[src/rtl/pipe_pkg.sv]
// Purpose: shared stage indices and pipeline-control types for the in-order MIPS core.
// Latency: n/a (types and constants only).
// Backpressure: n/a.
package pipe_pkg;

    // Default stage numbering of the classic 5-stage pipe
    localparam int STG_IF  = 0;
    localparam int STG_ID  = 1;
    localparam int STG_EX  = 2;
    localparam int STG_MEM = 3;
    localparam int STG_WB  = 4;

    localparam int DEF_NUM_STAGES = 5;
    localparam int DEF_RADDR_W    = 5;
    localparam int DEF_SEL_W      = $clog2(DEF_NUM_STAGES);

    // Forwarding select: producer stage index, 0 = register file
    typedef logic [DEF_SEL_W-1:0] stage_sel_t;

    // Per-stage occupancy plus destination scoreboard entry
    typedef struct packed {
        logic                   valid;
        logic                   we;
        logic                   is_load;
        logic [DEF_RADDR_W-1:0] dest;
    } stage_meta_t;

endpackage

[src/rtl/pipe_fwd_match.sv]
// Purpose: youngest-producer search for one decode source over stages DEC+1..last.
// Latency: combinational.
// Backpressure: none; reports whether the winning producer is a load whose data is not yet forwardable.
module pipe_fwd_match
    import pipe_pkg::*;
#(
    parameter int NC               = 3,
    parameter int BASE             = STG_EX,
    parameter int LOAD_READY_STAGE = STG_WB,
    parameter int RADDR_W          = 5,
    parameter int SEL_W            = 3
) (
    input  logic [RADDR_W-1:0]    src,
    input  logic                  src_used,
    input  logic [NC-1:0]         cand_vld,
    input  logic [NC-1:0]         cand_we,
    input  logic [NC-1:0]         cand_ld,
    input  logic [NC*RADDR_W-1:0] cand_dest,
    output logic [SEL_W-1:0]      sel,
    output logic                  not_ready
);

    // Scan oldest to youngest so the youngest matching producer overwrites the rest
    always_comb begin
        sel       = '0;
        not_ready = 1'b0;
        for (int i = NC - 1; i >= 0; i--) begin
            if (cand_vld[i] && cand_we[i] && src_used && (src != '0) &&
                (cand_dest[i*RADDR_W +: RADDR_W] == src)) begin
                sel       = SEL_W'(BASE + i);
                not_ready = cand_ld[i] && ((BASE + i) < LOAD_READY_STAGE);
            end
        end
    end

endmodule

[src/rtl/pipe_ctrl.sv]
// Purpose: per-stage valid/scoreboard, advance/flush enables, forwarding selects, load-use stall.
//          Optional perf counters when PIPE_CTRL_PERF_EN is defined.
// Latency: enables/selects combinational from state; valid/scoreboard update on the next clock.
// Backpressure: a stalled stage holds itself and every valid stage behind it; bubbles collapse.
module pipe_ctrl
    import pipe_pkg::*;
#(
    parameter int NUM_STAGES       = DEF_NUM_STAGES,
    parameter int DEC_STAGE        = STG_ID,
    parameter int REDIRECT_STAGE   = STG_MEM,
    parameter int LOAD_READY_STAGE = STG_WB,
    parameter int RADDR_W          = DEF_RADDR_W,
    parameter int SEL_W            = $clog2(NUM_STAGES)
) (
    input  logic                  clock,
    input  logic                  reset,
    input  logic                  issue_valid,
    input  logic [NUM_STAGES-1:0] stage_stall_req,
    input  logic [RADDR_W-1:0]    dec_dest,
    input  logic                  dec_we,
    input  logic                  dec_is_load,
    input  logic [RADDR_W-1:0]    dec_src0,
    input  logic [RADDR_W-1:0]    dec_src1,
    input  logic                  dec_src0_used,
    input  logic                  dec_src1_used,
    input  logic                  redirect,
    output logic [NUM_STAGES-1:0] stage_valid,
    output logic [NUM_STAGES-1:0] stage_advance,
    output logic [NUM_STAGES-1:0] stage_flush,
    output logic [SEL_W-1:0]      fwd_sel0,
    output logic [SEL_W-1:0]      fwd_sel1,
    output logic                  hazard_stall
`ifdef PIPE_CTRL_PERF_EN
    ,
    output logic [31:0]           perf_stall_cycles,
    output logic [31:0]           perf_flush_count
`endif
);

    localparam int FIRST_META = DEC_STAGE + 1;
    localparam int NC         = NUM_STAGES - FIRST_META;

    typedef struct packed {
        logic               we;
        logic               is_load;
        logic [RADDR_W-1:0] dest;
    } meta_t;

    logic [NUM_STAGES-1:1] valid_q, valid_d;
    meta_t                 meta_q [FIRST_META:NUM_STAGES-1];
    meta_t                 meta_d [FIRST_META:NUM_STAGES-1];

    logic [NUM_STAGES-1:0] valid;
    logic [NUM_STAGES:0]   hold;
    logic [NUM_STAGES-1:0] squash;
    logic                  redir_take;
    logic                  hazard;
    logic                  hazard_raw;

    logic [NC-1:0]         cand_vld, cand_we, cand_ld;
    logic [NC*RADDR_W-1:0] cand_dest;
    logic [SEL_W-1:0]      sel0, sel1;
    logic                  nr0, nr1;

    // Fetch occupancy comes straight from the issue handshake; the rest is registered
    always_comb begin
        valid = {valid_q, issue_valid};
    end

    // Flatten the scoreboard of the producer stages for the match units
    always_comb begin
        cand_vld  = '0;
        cand_we   = '0;
        cand_ld   = '0;
        cand_dest = '0;
        for (int i = 0; i < NC; i++) begin
            cand_vld[i]                      = valid[FIRST_META + i];
            cand_we[i]                       = meta_q[FIRST_META + i].we;
            cand_ld[i]                       = meta_q[FIRST_META + i].is_load;
            cand_dest[i*RADDR_W +: RADDR_W]  = meta_q[FIRST_META + i].dest;
        end
    end

    pipe_fwd_match #(
        .NC(NC), .BASE(FIRST_META), .LOAD_READY_STAGE(LOAD_READY_STAGE),
        .RADDR_W(RADDR_W), .SEL_W(SEL_W)
    ) u_match0 (
        .src(dec_src0), .src_used(dec_src0_used),
        .cand_vld(cand_vld), .cand_we(cand_we), .cand_ld(cand_ld), .cand_dest(cand_dest),
        .sel(sel0), .not_ready(nr0)
    );

    pipe_fwd_match #(
        .NC(NC), .BASE(FIRST_META), .LOAD_READY_STAGE(LOAD_READY_STAGE),
        .RADDR_W(RADDR_W), .SEL_W(SEL_W)
    ) u_match1 (
        .src(dec_src1), .src_used(dec_src1_used),
        .cand_vld(cand_vld), .cand_we(cand_we), .cand_ld(cand_ld), .cand_dest(cand_dest),
        .sel(sel1), .not_ready(nr1)
    );

    // Hold chain from writeback backward; the redirect decision is taken when the
    // walk passes the redirect stage (downstream of decode), so it can veto the
    // load-use stall before decode's hold is evaluated.
    always_comb begin
        hold       = '0;
        redir_take = 1'b0;
        hazard     = 1'b0;
        hazard_raw = valid[DEC_STAGE] & (nr0 | nr1);
        for (int k = NUM_STAGES - 1; k >= 0; k--) begin
            if (k == DEC_STAGE) begin
                hazard = hazard_raw & ~redir_take;
            end
            hold[k] = valid[k] & (stage_stall_req[k] | hold[k+1] | ((k == DEC_STAGE) & hazard));
            if (k == REDIRECT_STAGE) begin
                redir_take = redirect & valid[k] & ~hold[k];
            end
        end
    end

    // Everything younger than an honoured redirect is squashed
    always_comb begin
        squash = '0;
        for (int k = 0; k < REDIRECT_STAGE; k++) begin
            squash[k] = redir_take;
        end
    end

    // Next valid bits and scoreboard: held stages keep contents unless squashed
    always_comb begin
        valid_d = valid_q;
        for (int k = FIRST_META; k < NUM_STAGES; k++) begin
            meta_d[k] = meta_q[k];
        end
        for (int k = 1; k < NUM_STAGES; k++) begin
            if (squash[k]) begin
                valid_d[k] = 1'b0;
            end else if (!hold[k]) begin
                valid_d[k] = stage_advance[k-1] & ~squash[k-1];
            end
        end
        if (!hold[FIRST_META]) begin
            meta_d[FIRST_META] = '{we: dec_we, is_load: dec_is_load, dest: dec_dest};
        end
        for (int k = FIRST_META + 1; k < NUM_STAGES; k++) begin
            if (!hold[k]) begin
                meta_d[k] = meta_q[k-1];
            end
        end
    end

    // Pipeline state registers
    always_ff @(posedge clock or posedge reset) begin
        if (reset) begin
            valid_q <= '0;
            for (int k = FIRST_META; k < NUM_STAGES; k++) begin
                meta_q[k] <= '0;
            end
        end else begin
            valid_q <= valid_d;
            for (int k = FIRST_META; k < NUM_STAGES; k++) begin
                meta_q[k] <= meta_d[k];
            end
        end
    end

    // Control outputs
    always_comb begin
        stage_valid   = valid;
        stage_advance = valid & ~hold[NUM_STAGES-1:0];
        stage_flush   = squash;
        fwd_sel0      = sel0;
        fwd_sel1      = sel1;
        hazard_stall  = hazard;
    end

`ifdef PIPE_CTRL_PERF_EN
    logic [31:0] perf_stall_q, perf_stall_d;
    logic [31:0] perf_flush_q, perf_flush_d;

    // Saturating event counters: decode-hold cycles and honoured redirects
    always_comb begin
        perf_stall_d = perf_stall_q;
        perf_flush_d = perf_flush_q;
        if (hold[DEC_STAGE] && (perf_stall_q != '1)) begin
            perf_stall_d = perf_stall_q + 32'd1;
        end
        if (redir_take && (perf_flush_q != '1)) begin
            perf_flush_d = perf_flush_q + 32'd1;
        end
    end

    // Counter registers
    always_ff @(posedge clock or posedge reset) begin
        if (reset) begin
            perf_stall_q <= '0;
            perf_flush_q <= '0;
        end else begin
            perf_stall_q <= perf_stall_d;
            perf_flush_q <= perf_flush_d;
        end
    end

    assign perf_stall_cycles = perf_stall_q;
    assign perf_flush_count  = perf_flush_q;
`endif

endmodule
[config.mk]
export PLATFORM = sky130hd
export DESIGN_NAME = pipe_ctrl
export DESIGN_NICKNAME = d
export VERILOG_FILES = /design/src/rtl/pipe_pkg.sv /design/src/rtl/pipe_fwd_match.sv /design/src/rtl/pipe_ctrl.sv
export SDC_FILE = /design/constraint.sdc
export NUM_CORES = 1
export LEC_CHECK = 0
export ABC_AREA = 1
export CAP_MARGIN = 20
export CORE_MARGIN = 2
export CORE_UTILIZATION = 26
export DETAILED_ROUTE_END_ITERATION = 12
export PLACE_DENSITY = 0.53
export SKIP_LAST_GASP = 1
export SLEW_MARGIN = 40
export SYNTH_ARGS = -nofsm -noshare
export SYNTH_HDL_FRONTEND = slang
export SYNTH_SLANG_ARGS = --single-unit
[constraint.sdc]
create_clock -name clock -period 2.1 [get_ports clock]
set_clock_uncertainty 0.2 [all_clocks]
set_input_delay 0.42 -clock clock [delete_from_list [all_inputs] [get_ports clock]]
set_output_delay 0.42 -clock clock [all_outputs]
set_load 0.05 [all_outputs]
==> summary.md, run 1 <==
| Metric | Value |
|---|---|
| Status | `finished with violations` |
| Failing checks | `negative setup slack` |
| RSZ-0062 raised after global routing | `yes` |
| Crit path from | `cand_dest[0]` |
| Initial DRT Pass Iterations | `4` |
| Hold Crit Start | `stage_stall_req[3]` |
| Starting DRT DRC Count | `a little over 70` |
| Required time worst endpoint | `about 1.5 ns` |
| Count of hold buffers inserted by post-cts repair | `0` |
| Largest net degree at the start of global routing | `25` |
| WS Path Type | `reg -> out` |
| Vias | `1987` |
| Average wire per standard cell | `approximately 13 um` |
| Minimum clock period | `about 2.5 ns` |
| # H-tree levels | `1` |
| Syn Inst Count | `between 200 and 300` |
| Most frequent CP cell | `buf_4` |
| Area of the multi-input gates | `around 0.0011 mm^2` |
| Placed instance count | `between 400 and 500` |
| Crit start category | `flip-flop` |
| Final Setup Violations | `13` |
| Total congestion overflow | `0` |
| DRC | `0` |
| Most common cell after layout, fill and taps aside | `nand2_1` |
| Most frequent cells in the layout | `86 x nand2_1, 79 x buf_4, 20 x inv_2` |
| Clock root buffer master | `clkbuf_8` |
| Signal arrival time at the worst endpoint | `1.89 ns` |
| Die height | `84.99 um` |
| Worst VDD drop | `slightly above 0.4 mV` |
| Max clock buf depth | `2` |
| Met1 Use GR | `between 20 and 25%` |
| IO buf count | `47` |
| P_int | `about 1.7 mW` |
| Initial Util | `between 20 and 30%` |
| Post-synthesis average cell area | `~6.6 um^2` |
| Final hold vios | `0` |
| TritonCTS Buffers | `3` |
| CP Max Fanout | `3` |
| Post-Place Setup Slack | `-0.8039 ns` |
| Sequential-to-total area share from yosys stat | `a little over a third` |
| Final #Nets | `412` |
| Core Util, Final | `around half` |
| Sw power | `approximately 1.2 mW` |
| Die Footprint | `between 0.007 and 0.008 mm^2` |
| Max Cap Viol | `0` |
| GR peak layer | `met2` |
| Diodes inserted | `0` |
| Synth-to-layout area growth | `93.25%` |
| Initial antenna violation count | `0` |
| Post-synth cell types | `27` |
| Post-route setup slack | `-0.4146 ns` |
| Post-synthesis instance area | `about 0.0017 mm^2` |
| Worst flop-to-flop path startpoint | `cand_dest[4]` |
| Fill cells | `approximately 610` |
| Power Density | `roughly 870 mW/mm^2` |
| Clk pwr share | `between 10 and 15%` |
| Fin crit share | `119.7%` |
| Reg area | `a little over 600 um^2` |
| Post-route ant nets | `0` |
| Die width | `84.99 um` |
| Largest stage delay, worst path | `around 0.45 ns` |
| FP Rows | `29` |
| Gpl congestion | `0.8173` |
| Met2 GRT Util | `29.97%` |
| Total GRT Usage | `approximately 17%` |
| Share of layout cells above drive strength 1 | `a little over 50%` |
| Sw Share | `between 40% and 50%` |
| First-pass GRT wire length | `~9.6 mm` |
| Yosys reg bits | `24` |
| Critical path's slowest cell | `dfrtp_1` |
| Sequential share of power | `between 20 and 30%` |
| I/O pin count | `50` |
| Via/cell ratio | `around 4.3` |
| Critical path endpoint category | `primary output` |
| Worst-path clk slew | `roughly 0.090 ns` |
| CTS tree | `built` |
| Grt met3 use | `between 2 and 3%` |
| Core ar. | `0.006350 mm^2` |
| Combinational fraction of design power | `60.0%` |
| Finished Layout Cells | `460` |
| Min-Delay Path Class | `in -> reg` |
| FMAX | `~400 MHz` |
| CTS Sinks | `24` |
| CP Cell Sequence | `xnor2_1, nand2_1, nor2_2, buf_4, buf_4, buf_4, buf_4, buf_4, a21oi_4, buf_12` |
| Number of global-route vias before repair | `around 2100` |
| DP HPWL | `~4.5 mm` |
| Final WL | `5.769 mm` |
| P_leak | `between 1.5 and 2 nW` |
| YS warnings | `0` |
| Worst-Skew Late Latency | `0.27 ns` |
| Slew Viols, Final | `0` |
==> sequential cells by signal, indices dropped and copies added (netlist names) <==
signal,cells
cand_we,3
cand_ld,2
cand_dest,15
valid_q,4
==> synthesized netlist by cell type <==
master    number  area (um^2)
nand2_1       96        360.4
inv_1         31        116.4
dfrtp_1       24        600.6
nor2_1        18        67.56
o21ai_0       18        90.09
xnor2_1       12        105.1
inv_2         11        41.29
buf_4          6        45.04
nand2_2        6        37.54
nand3_1        5        25.02
nand4_1        5        31.28
nor2_2         4        25.02
a21oi_1        3        15.01
a21oi_2        2        17.52
a221oi_1       2        17.52
clkbuf_1       2        7.510
nand3_2        2        20.02
nor4_1         2        12.51
buf_2          1        5.000
conb_1         1        3.750
mux2_2         1        11.26
nand2_4        1        11.26
nor2_4         1        11.26
nor3_1         1        5.000
nor3b_1        1        7.510
o221ai_1       1        8.760
or2_1          1        6.260
==> power groups by stage <==
stage	logic, mW	clock network [mW]	registers [mW]
3_3_place_gp	1.45	0	0.808
6_report	1.72	0.323	0.824
2_1_floorplan	0.687	0	0.865
3_5_place_dp	1.46	0	0.811
4_1_cts	1.67	0.330	0.809
5_1_grt	1.87	0.360	0.846
==> final timing paths <==
check                               end  slack (ns)  cells after the start
setup / recovery            fwd_sel1[0]       -0.41                     10
hold / removal               valid_q[4]        0.27                      2
setup reg to reg           cand_dest[4]        0.08                     12
hold reg to reg              cand_ld[1]        0.32                      2
max in group asynchronous  cand_dest[3]        1.15                      3
min in group asynchronous    valid_q[3]        0.29                      3
==> stage by stage <==
stage                     TNS (ns)  hold slack, ns  cell area, um^2  total power, mW
after global routing        -4.881          0.2730             3296            3.079
after CTS                   -3.650          0.2788             3232            2.809
after detailed placement    -8.377          0.3054             2887            2.268
final                       -3.155          0.2704             3296            2.866
after floorplan            -0.9586          0.2344             1798            1.551
after global placement      -8.381          0.2843             2887            2.260
==> critical path: cells and delay by family, from the launching register on <==
kind                   cells  cell delay [ns]
AO/OA/AOI/OAI              1             0.13
XOR/XNOR                   1             0.14
buffers and inverters      6             0.76
flip-flops                 1             0.45
AND/OR/NAND/NOR            2             0.15
==> cells by family (layout without fill, tap and decap cells) <==
logic type                count (synthesis)  after routing  share of synthesized area, %
AOI/OAI and AO/OA                        26             26                         8.731
muxes                                     1              1                        0.6603
and+or+nand+nor                         143            143                         36.39
other                                     1              2                        0.2199
DFF                                      24             24                         35.22
xor gates and xnor gates                 12             12                         6.163
buffers and inverters                    51            175                         12.62
==> cell type report <==
class	instances	share of cell area, %
multi-input cells	184	33.30
well taps	77	2.923
inverters	42	5.049
flip-flops and latches	24	18.49
clock buffers	4	1.670
repair buffers	129	38.57
==> per-layer routing <==
metal  vias to the layer above  part of all wire [%]
met3                         8                   4.7
li1                       1033                     -
met5                         -                     0
met1                       892                    44
met2                        54                    50
met4                         0                   1.6
==> repair_timing <==
action                                 4_1_cts  5_1_grt
setup buffers                               24        4
resized for setup                           62       25
setup endpoints to repair                   16       14
endpoints found under the hold margin        0        0
pin swaps                                   25       17
(Power assumes the default switching activity.)
==> run 2, diff against run 1 <==
--- a/config.mk
+++ b/config.mk
@@ -11,7 +11,6 @@
 export CORE_UTILIZATION = 26
 export DETAILED_ROUTE_END_ITERATION = 12
 export PLACE_DENSITY = 0.53
-export SKIP_LAST_GASP = 1
 export SLEW_MARGIN = 40
 export SYNTH_ARGS = -nofsm -noshare
 export SYNTH_HDL_FRONTEND = slang
==> summary.md, run 2 (synthesis results as in run 1) <==
| Metric | Value |
|---|---|
| Max clock buf depth | `2 (unchanged)` |
| Gpl congestion | `0.8173 (unchanged)` |
| CTS Sinks | `24 (unchanged)` |
| Diodes inserted | `0 (unchanged)` |
| Status | `finished with violations (unchanged)` |
| Core Util, Final | `53.40% (was 51.90%)` |
| Worst-path clk slew | `0.09 ns (about the same)` |
| Placed instance count | `431 (unchanged)` |
| Slew Viols, Final | `0 (unchanged)` |
| IO buf count | `47 (unchanged)` |
| Area of the multi-input gates | `0.001152 mm^2 (was 0.001097 mm^2)` |
| FF-to-FF path depth | `13 (was 12)` |
| Post-Place Setup Slack | `-0.8039 ns (unchanged)` |
| # H-tree levels | `1 (unchanged)` |
| Initial DRT Pass Iterations | `4 (unchanged)` |
| FF-to-FF setup slack | `0.08 ns (about the same)` |
| Fill cells | `607 (was 606)` |
| CP Max Fanout | `3 (unchanged)` |
| Die height | `84.99 um (unchanged)` |
| Worst flop-to-flop path startpoint | `cand_dest[4] (unchanged)` |
| DRC | `0 (unchanged)` |
| FP Rows | `29 (unchanged)` |
| Signal arrival time at the worst endpoint | `1.89 ns (about the same)` |
| Core ar. | `0.006350 mm^2 (unchanged)` |
| I/O pin count | `50 (unchanged)` |
| Total congestion overflow | `0 (unchanged)` |
| Worst VDD drop | `0.4311 mV (was 0.4155 mV)` |
| Critical path endpoint category | `primary output (unchanged)` |
| Crit path from | `cand_dest[1] (was cand_dest[0])` |
| Synth-to-layout area growth | `98.83% (was 93.25%)` |
| Vias | `1993 (was 1987)` |
| Fin crit share | `119.4% (was 119.7%)` |
| Final Setup Violations | `13 (unchanged)` |
| Starting DRT DRC Count | `76 (was 72)` |
| TritonCTS Buffers | `3 (unchanged)` |
| Die Footprint | `0.007223 mm^2 (unchanged)` |
| Hold Path End | `valid_q[4] (unchanged)` |
| Hold Crit Start | `stage_stall_req[3] (unchanged)` |
| FMAX | `398.8 MHz (was 397.7 MHz)` |
| Clock root buffer master | `clkbuf_8 (unchanged)` |
| Most frequent cells in the layout | `81 x nand2_1, 67 x buf_4, 21 x inv_2, 21 x buf_6 (was 86 x nand2_1, 79 x buf_4, 20 x inv_2)` |
| RSZ-0062 raised after global routing | `yes (unchanged)` |
| Largest net degree at the start of global routing | `25 (unchanged)` |
| Crit start category | `flip-flop (unchanged)` |
| Final WL | `5.837 mm (was 5.769 mm)` |
| Min-Delay Path Class | `in -> reg (unchanged)` |
| Initial Util | `26.86% (unchanged)` |
| Post-route setup slack | `-0.4076 ns (was -0.4146 ns)` |
| Total GRT Usage | `16.93% (was 16.65%)` |
| Final hold vios | `0 (unchanged)` |
| Power Density | `879.0 mW/mm^2 (was 869.8 mW/mm^2)` |
| Finished Layout Cells | `462 (was 460)` |
| Via/cell ratio | `4.314 (was 4.320)` |
| Failing checks | `negative setup slack (unchanged)` |
| Required time worst endpoint | `1.48 ns (about the same)` |
| CTS tree | `built (unchanged)` |
| Minimum clock period | `2.508 ns (was 2.515 ns)` |
| Max Cap Viol | `0 (unchanged)` |
| Max reg flops | `15 (unchanged)` |
| Cell depth of the worst hold path | `2 (unchanged)` |
| DP HPWL | `4.469 mm (unchanged)` |
| Number of global-route vias before repair | `2143 (was 2097)` |
| Worst-Skew Late Latency | `0.27 ns (about the same)` |
| P_leak | `1.678 nW (was 1.649 nW)` |
| Share of layout cells above drive strength 1 | `54.55% (was 51.70%)` |
| Most common cell after layout, fill and taps aside | `nand2_1 (unchanged)` |
| Average wire per standard cell | `12.63 um (was 12.54 um)` |
| Final #Nets | `414 (was 412)` |
| RR Endpoint | `cand_dest[4] (unchanged)` |
| Initial antenna violation count | `0 (unchanged)` |
| Reg area | `609.3 um^2 (unchanged)` |
| First-pass GRT wire length | `9.742 mm (was 9.584 mm)` |
| WS Path Type | `reg -> out (unchanged)` |
| Die width | `84.99 um (unchanged)` |
| Post-route ant nets | `0 (unchanged)` |
-- run 2: final cells by class --
type / count / share of cell area [%]
timing repair buffer: 131 / 38.52
multi-input combinational: 184 / 33.99
sequential: 24 / 17.97
inverter: 42 / 5.055
tap: 77 / 2.841
clock buffer: 4 / 1.624
-- run 2: worst max path at each step --
stage                  endpoint
2_1_floorplan  stage_advance[0]
3_3_place_gp   stage_advance[0]
3_5_place_dp   stage_advance[0]
4_1_cts        stage_advance[0]
5_1_grt        stage_advance[0]
6_report       stage_advance[0]
-- run 2: repair_timing --
action | CTS | global route
gates resized for setup | 86 | 42
hold buffers | 0 | 0
pin swaps | 27 | 34
buffers inserted | 24 | 12
endpoints found under the setup margin | 16 | 14
-- run 2: critical path, stage by stage (launching register included) --
cell	delay, ns
dfrtp_2	0.47
xnor2_2	0.16
nand2_1	0.08
nor2_2	0.13
nand2_2	0.09
nand2_1	0.06
nand2_1	0.06
nand2_1	0.07
nand2_2	0.06
nand2_4	0.08
nand2_4	0.06
a21oi_4	0.14
buf_12	0.15
-- run 2: where the power goes --
| group | internal (mW) | switching [mW] | total (mW) |
|---|---|---|---|
| clock | 0.168 | 0.159 | 0.326 |
| sequential | 0.638 | 0.188 | 0.827 |
| combinational | 0.929 | 0.898 | 1.83 |
| total | 1.74 | 1.25 | 2.98 |
-- run 2: through the flow --
| stage | TNS [ns] | area [um^2] | hold WS (ns) | total power, mW |
|---|---|---|---|---|
| final | -2.966 | 3391 | 0.2678 | 2.981 |
| after floorplan | -0.9586 | 1798 | 0.2344 | 1.551 |
| after CTS | -3.191 | 3306 | 0.2788 | 2.877 |
| after global routing | -4.188 | 3391 | 0.2730 | 3.193 |
| after detailed placement | -8.377 | 2887 | 0.3054 | 2.268 |
| after global placement | -8.381 | 2887 | 0.2843 | 2.260 |
-- run 2: layer usage --
| metal | GRT usage (%) | routed length, um | vias to the layer above |
|---|---|---|---|
| met2 | 29.83 | 2968 | 49 |
| met4 | 5.483 | 88 | 0 |
| li1 | - | - | 1035 |
| met1 | 20.77 | 2504 | 903 |
| met3 | 3.113 | 276 | 6 |
| met5 | 0 | 0 | - |
==> run 3, diff against run 2 <==
--- a/config.mk
+++ b/config.mk
@@ -10,6 +10,8 @@
 export CORE_MARGIN = 2
 export CORE_UTILIZATION = 26
 export DETAILED_ROUTE_END_ITERATION = 12
+export GPL_TIMING_DRIVEN = 1
+export HOLD_SLACK_MARGIN = 0.1
 export PLACE_DENSITY = 0.53
 export SLEW_MARGIN = 40
 export SYNTH_ARGS = -nofsm -noshare
==> results of run 3 <==
No change in the layout: final DEF, timing and power equal those of run 2.
